File: src/rtl/float12_pkg.sv
// Shared definitions for the 12-bit float format {sgn, exp[4:0] bias 15, man[5:0], hidden 1}.
// Used by the divider, the multiplier output stage and the common round/saturate block.
package float12_pkg;

  localparam int EXP_W = 5;
  localparam int MAN_W = 6;
  localparam int BIAS  = 15;

  localparam logic [11:0] F12_ZERO    = 12'h000;
  localparam logic [10:0] F12_SAT_MAG = 11'h7FF;

  typedef enum logic [1:0] {
    S_IDLE = 2'd0,
    S_DIV  = 2'd1,
    S_NORM = 2'd2,
    S_DONE = 2'd3
  } state_e;

  // Division by zero wins over a zero dividend.
  function automatic logic [11:0] f12_special(input logic sgn, input logic div_by_zero);
    return div_by_zero ? {sgn, F12_SAT_MAG} : F12_ZERO;
  endfunction

endpackage

File: src/rtl/float12_round.sv
// Combinational {sgn, signed exp, 6 mantissa bits + round bit} -> 12-bit float with flush,
// saturation and round-half-up; zero latency, no handshake.
module float12_round
  import float12_pkg::*;
(
  input  logic              sgn_i,
  input  logic signed [6:0] exp_i,
  input  logic        [6:0] man_i,
  output logic       [11:0] res_o
);

  logic [11:0] sum;

  always_comb begin
    sum   = '0;
    res_o = F12_ZERO;
    if (exp_i <= 7'sd0) begin
      res_o = F12_ZERO;
    end else if (exp_i > 7'sd31) begin
      res_o = {sgn_i, F12_SAT_MAG};
    end else if ({exp_i[4:0], man_i[6:1]} == F12_SAT_MAG) begin
      // Already at the largest magnitude: rounding up would wrap to zero.
      res_o = {sgn_i, F12_SAT_MAG};
    end else begin
      sum   = {exp_i[4:0], man_i} + 12'd1;
      res_o = {sgn_i, sum[11:1]};
    end
  end

endmodule

File: src/rtl/div_12.sv
// Iterative 12-bit float divider data_1_i / data_2_i, one operation in flight; 11 cycles accept->valid_o
// (1 with DIV_12_EARLY_OUT_EN for zero operands); result held in DONE until ready_i, ready_o only in IDLE.
module div_12
  import float12_pkg::*;
(
  input  logic        clk_i,
  input  logic        rst_n_i,
  input  logic [11:0] data_1_i,
  input  logic [11:0] data_2_i,
  input  logic        valid_i,
  output logic        ready_o,
  output logic [11:0] data_div_o,
  output logic        valid_o,
  input  logic        ready_i
);

  localparam int MW = MAN_W + 1;

  state_e              state_q, state_d;
  logic                sgn_q, sgn_d;
  logic       [MW-1:0] ma_q, ma_d;
  logic       [MW-1:0] mb_q, mb_d;
  logic signed   [6:0] e_q, e_d;
  logic                za_q, za_d;
  logic                zb_q, zb_d;
  logic          [7:0] rem_q, rem_d;
  logic          [8:0] quo_q, quo_d;
  logic          [3:0] cnt_q, cnt_d;
  logic         [11:0] res_q, res_d;
  logic                vld_q, vld_d;

  logic                za_in, zb_in;
  logic                q_bit;
  logic          [7:0] diff;
  logic          [6:0] norm_m7;
  logic signed   [6:0] norm_e;
  logic         [11:0] round_res;

  assign za_in = (data_1_i[10:0] == 11'd0);
  assign zb_in = (data_2_i[10:0] == 11'd0);

  // One restoring step: the partial remainder never exceeds 2*divisor-1, so 8 bits suffice.
  assign q_bit = (rem_q >= {1'b0, mb_q});
  assign diff  = q_bit ? (rem_q - {1'b0, mb_q}) : rem_q;

  assign norm_m7 = quo_q[8] ? quo_q[7:1] : quo_q[6:0];
  assign norm_e  = quo_q[8] ? e_q : (e_q - 7'sd1);

  float12_round u_round (
    .sgn_i (sgn_q),
    .exp_i (norm_e),
    .man_i (norm_m7),
    .res_o (round_res)
  );

  always_comb begin
    state_d = state_q;
    sgn_d   = sgn_q;
    ma_d    = ma_q;
    mb_d    = mb_q;
    e_d     = e_q;
    za_d    = za_q;
    zb_d    = zb_q;
    rem_d   = rem_q;
    quo_d   = quo_q;
    cnt_d   = cnt_q;
    res_d   = res_q;
    vld_d   = vld_q;
    case (state_q)
      S_IDLE: begin
        if (valid_i) begin
          sgn_d   = data_1_i[11] ^ data_2_i[11];
          ma_d    = {1'b1, data_1_i[MAN_W-1:0]};
          mb_d    = {1'b1, data_2_i[MAN_W-1:0]};
          e_d     = 7'({2'b00, data_1_i[10:MAN_W]}) - 7'({2'b00, data_2_i[10:MAN_W]}) + 7'(BIAS);
          za_d    = za_in;
          zb_d    = zb_in;
          rem_d   = {1'b0, data_1_i[10:MAN_W] == 5'd0 ? 1'b1 : 1'b1, data_1_i[MAN_W-1:0]};
          quo_d   = '0;
          cnt_d   = 4'd8;
          state_d = S_DIV;
`ifdef DIV_12_EARLY_OUT_EN
          if (za_in || zb_in) begin
            res_d   = f12_special(data_1_i[11] ^ data_2_i[11], zb_in);
            vld_d   = 1'b1;
            state_d = S_DONE;
          end
`endif
        end
      end
      S_DIV: begin
        quo_d = {quo_q[7:0], q_bit};
        rem_d = {diff[6:0], 1'b0};
        cnt_d = cnt_q - 4'd1;
        if (cnt_q == 4'd0) begin
          state_d = S_NORM;
        end
      end
      S_NORM: begin
        res_d   = (za_q || zb_q) ? f12_special(sgn_q, zb_q) : round_res;
        vld_d   = 1'b1;
        state_d = S_DONE;
      end
      S_DONE: begin
        if (ready_i) begin
          vld_d   = 1'b0;
          state_d = S_IDLE;
        end
      end
      default: state_d = S_IDLE;
    endcase
  end

  always_ff @(posedge clk_i or negedge rst_n_i) begin
    if (!rst_n_i) begin
      state_q <= S_IDLE;
      sgn_q   <= 1'b0;
      ma_q    <= '0;
      mb_q    <= '0;
      e_q     <= '0;
      za_q    <= 1'b0;
      zb_q    <= 1'b0;
      rem_q   <= '0;
      quo_q   <= '0;
      cnt_q   <= '0;
      res_q   <= F12_ZERO;
      vld_q   <= 1'b0;
    end else begin
      state_q <= state_d;
      sgn_q   <= sgn_d;
      ma_q    <= ma_d;
      mb_q    <= mb_d;
      e_q     <= e_d;
      za_q    <= za_d;
      zb_q    <= zb_d;
      rem_q   <= rem_d;
      quo_q   <= quo_d;
      cnt_q   <= cnt_d;
      res_q   <= res_d;
      vld_q   <= vld_d;
    end
  end

  assign ready_o    = (state_q == S_IDLE);
  assign data_div_o = res_q;
  assign valid_o    = vld_q;

endmodule

File: config.mk
export PLATFORM = sky130hd
export DESIGN_NAME = div_12
export DESIGN_NICKNAME = d
export VERILOG_FILES = /design/src/rtl/float12_pkg.sv /design/src/rtl/float12_round.sv /design/src/rtl/div_12.sv
export SDC_FILE = /design/constraint.sdc
export NUM_CORES = 1
export LEC_CHECK = 0
export CORE_MARGIN = 3
export CORE_UTILIZATION = 45
export CTS_BUF_LIST = sky130_fd_sc_hd__clkbuf_16
export DETAILED_ROUTE_END_ITERATION = 16
export PLACE_DENSITY = 0.7
export SETUP_SLACK_MARGIN = 0.15
export SYNTH_ARGS = -nofsm -noshare
export SYNTH_HDL_FRONTEND = slang
export SYNTH_SLANG_ARGS = --single-unit
export TNS_END_PERCENT = 1
File: constraint.sdc
create_clock -name clk_i -period 4.1 [get_ports clk_i]
set_input_delay 0.82 -clock clk_i [delete_from_list [all_inputs] [get_ports clk_i]]
set_output_delay 0.82 -clock clk_i [all_outputs]
set_load 0.05 [all_outputs]
==> summary.md <==
| Metric | Value |
|---|---|
| Fin crit period | 2997 ps |
| Max Fclk | 333.6 MHz |
| Buffers added on ports | 41 |
| Leading area contributor after synthesis | dfrtp_1 |
| Number of global-route vias before repair | 3052 |
| CTS sink count | 53 |
| Die W | 96.23 µm |
| Layout fillers | 763 |
| R2R depth | 8 |
| Critical path depth in cells | 8 |
| Status | finished, final reports clean |
| Buf+Inv Stages, Crit Path | 0 |
| Via-per-instance ratio | 5.709 |
| Slew headroom | 39.93% |
| Total grt overflow | 0 |
| Non-filler cells, final | 549 |
| Initial antenna violation count | 0 |
| Leak | 1.744 nW |
| R2R setup slack | 1100 ps |
| Num CTS Buffers | 5 |
| Startpoint of the worst register-to-register path | quo_q[8] |
| Final Hold Vio Count | 0 |
| Final Skew | 8.111 ps |
| Largest family of logic cells by synthesized area | compound AO/OA/AOI/OAI gates |
| Post-Synth XOR/XNOR Area | 4.303% |
| CP cell instances | nand2_1 -> o21ai_0 -> ha_1 -> nand3_1 -> or3_1 -> or4_1 -> a211oi_1 -> o2bb2ai_1 |
| Synth cell types | 59 |
| Area Growth Syn to Fin | 16.94% |
| CP Max Fanout | 25 |
| Routed wire length | 7860 µm |
| Die area | 0.009260 mm² |
| Worst slew pin tran | 901.1 ps |
| Clk_lat worst skew | 290 ps |
| Share of layout cells above drive strength 1 | 4.474% |
| # rows | 32 |
| Setup repair bufs after CTS | 0 |
| Worst Setup SP | quo_q[8] |
| P per Cell Area | 759.5 mW/mm² |
| Avg WL per Cell | 14.32 µm |
| Total global-route track usage | 18.59% |
| First DRT Iteration DRCs | 146 |
| Compound-Gate Fraction of Synth Area | 22.40% |
| Core box area | 0.007807 mm² |
| Post-Syn Instances | 417 |
| H-tree levels | 2 |
| Cts repair resizes | 0 |
| Worst hold path startpoint | mb_q[6] |
| Critical path arrival | 3160 ps |
| Setup violators final | 0 |
| Final period utilization | 73.10% |
| Dpl ws | 864.7 ps |
| Worst Setup End Kind | flop |
| Post-synth net total | 468 |
| CTS Root Cell | clkbuf_16 |
| Antenna-violating nets left | 0 |
| Largest net degree at the start of global routing | 28 |
| FF+latch count, synth | 53 |
| Worst setup SP type | flop |
| Placed cell count | 541 |
| DRC Markers | 0 |
| Die Span Y | 96.23 µm |
| CP Class | flop to flop |
| Mux cell area share after synthesis | 2.254% |
| Largest cells by area after synthesis | dfrtp_1 36%, ha_1 7.2%, o21ai_0 4.2% |
| CTS max path bufs | 2 |
| Layout net count | 497 |
| Worst hold path type | flop to flop |
| Vias | 3134 |
| IR drop worst, VDD | 0.3621 mV |
| CTS tree | done |
| Critical Path RT | 4260 ps |
| Antenna Cells | 0 |
| Yosys top cell area share | 36.20% |
| Max-Cap Viols | 0 |
| Slew Limit Fails | 0 |
| Routability cong. | 0.8186 |
| Avg Cell Area, Syn | 8.785 µm² |
| RSZ-0062 raised after global routing | no |
| # IOs | 42 |
| Initial Util | 46.92% |
| Mapped cell area | 0.003664 mm² |
| Synth warn | 0 |
| Slowest stage cell, crit path | dfrtp_1 |
| Number of synthesized flops with an enable pin | 0 |
| Setup TNS | 0 ps |
| PnR worst setup slack | 1103 ps |
| Crit path max-delay family | simple AND/OR/NAND/NOR gates |
| Asr flop ratio synth | 100.0% |
| Hold Buf Count CTS | 0 |
| Critical R2R Capture | data_div_o[9] |
| Detailed placement HPWL | 5969 µm |
| Detailed Routing Iterations Pass 1 | 4 |
| Register area share after synthesis | 36.20% |
| Synth Area in Simple Gates | 20.01% |
| Post-Synth Adder-Cell Area | 8.265% |
| Max incr delay on CP | 940 ps |
| Global-route wire length before repair | 13850 µm |
| Reg clk slew, reported paths | 70 ps |
| Ys flop type | dfrtp_1 |
| Crit path to | data_div_o[9] |
[cells in the mapped netlist (2+ instances only)]
cell	instances
dfrtp_1	53
nand2_1	41
inv_1	37
o21ai_0	31
ha_1	21
nand3_1	19
nor2_1	17
nor3_1	17
o2bb2ai_1	15
a21oi_1	12
clkbuf_1	11
xnor2_1	11
nor4_1	10
buf_2	9
o211ai_1	7
xor2_1	7
a22o_1	6
mux2i_1	6
nor2b_1	6
o31ai_1	6
nor3b_1	5
a211oi_1	4
a21o_1	4
a31oi_1	4
nand2b_1	4
o21a_1	4
or3_1	4
a211o_1	3
and2_1	3
o2111a_1	3
a2111oi_0	2
fa_1	2
mux2_2	2
nand3b_1	2
nand4_1	2
o2111ai_1	2
o21ai_1	2
or4_1	2
[worst min-delay path by stage]
stage,cells past startpoint,endpoint
after floorplan,2,mb_q[6]
after detailed placement,2,mb_q[6]
after CTS,2,mb_q[6]
final,2,mb_q[6]
after global placement,2,mb_q[6]
after global routing,2,mb_q[6]
[placed cells by master (no fill, tap or decap), types with 3 or more instances in the layout]
| cell | instances |
|---|---|
| or3_1 | 4 |
| o21ai_0 | 31 |
| xor2_1 | 7 |
| nor3b_1 | 5 |
| and2_1 | 3 |
| clkbuf_16 | 5 |
| mux2i_1 | 6 |
| ha_1 | 21 |
| o211ai_1 | 7 |
| a31oi_1 | 4 |
| nand2_1 | 41 |
| nand2b_1 | 4 |
| o21a_1 | 4 |
| a21oi_1 | 12 |
| nor3_1 | 17 |
| nor4_1 | 10 |
| nor2b_1 | 6 |
| nor2_1 | 17 |
| inv_1 | 37 |
| o2111a_1 | 3 |
| clkdlybuf4s50_1 | 40 |
| xnor2_1 | 11 |
| o31ai_1 | 6 |
| a211oi_1 | 4 |
| a22o_1 | 6 |
| a21o_1 | 4 |
| dfrtp_1 | 53 |
| buf_4 | 3 |
| o2bb2ai_1 | 15 |
| a211o_1 | 3 |
| nand3_1 | 19 |
[stage by stage]
| stage | hold WS (ps) | util [%] | power, W | area [µm²] |
|---|---|---|---|---|
| 5_1_grt | 492.3 | 54.87 | 0.003558 | 4284 |
| 6_report | 463.4 | 54.87 | 0.003254 | 4284 |
| 3_3_place_gp | 435.3 | 52.74 | 0.002733 | 4118 |
| 4_1_cts | 472.0 | 54.87 | 0.003272 | 4284 |
| 3_5_place_dp | 438.0 | 52.74 | 0.002785 | 4118 |
| 2_1_floorplan | 418.1 | - | 0.002330 | 3664 |
[per-layer routing]
layer | up-vias | global-route usage, % | wire length, µm
met2 | 56 | 31.05 | 3738
met4 | 0 | 5.569 | 50
li1 | 1573 | - | -
met5 | - | 0 | 0
met3 | 7 | 3.206 | 282
met1 | 1498 | 24.48 | 3789
[registers in the layout, summed over array words and instances, names as in the netlist, 2 cells and up]
signal	count
e_q	7
cnt_q	4
data_div_o	12
mb_q	7
rem_q	8
state_q	2
quo_q	9
[power breakdown]
group	switching (W)	leakage, nW	internal, W	total [W]
Clock	0.000188	0.0775	0.000286	0.000474
Combinational	0.00112	1.00	0.000719	0.00183
Sequential	0.000212	0.664	0.000733	0.000945
[worst reg2reg max path, cell delays in order (launching register included)]
cell       delay [ps]
dfrtp_1           940
nand2_1           100
o21ai_0           110
ha_1              240
nand3_1           210
or3_1             450
or4_1             470
a211oi_1          260
o2bb2ai_1          90
[kinds of logic after synthesis]
logic type / count (synthesis)
and+or+nand+nor: 140
AOI/OAI and AO/OA: 116
buffers and inverters: 59
DFF: 53
adders and majority gates: 23
xor gates and xnor gates: 18
muxes: 8
[final cells by class]
| type | count | area, µm² | share of cell area [%] |
|---|---|---|---|
| repair buffers | 44 | 427.9 | 9.988 |
| well taps | 102 | 127.6 | 2.979 |
| inverters | 37 | 138.9 | 3.242 |
| clock buffers | 5 | 125.1 | 2.921 |
| multi-input cells | 305 | 2097 | 48.95 |
| flip-flops and latches | 53 | 1326 | 30.96 |
| clock inverters | 3 | 41.29 | 0.9638 |
Power figures use the tool's default switching activity.
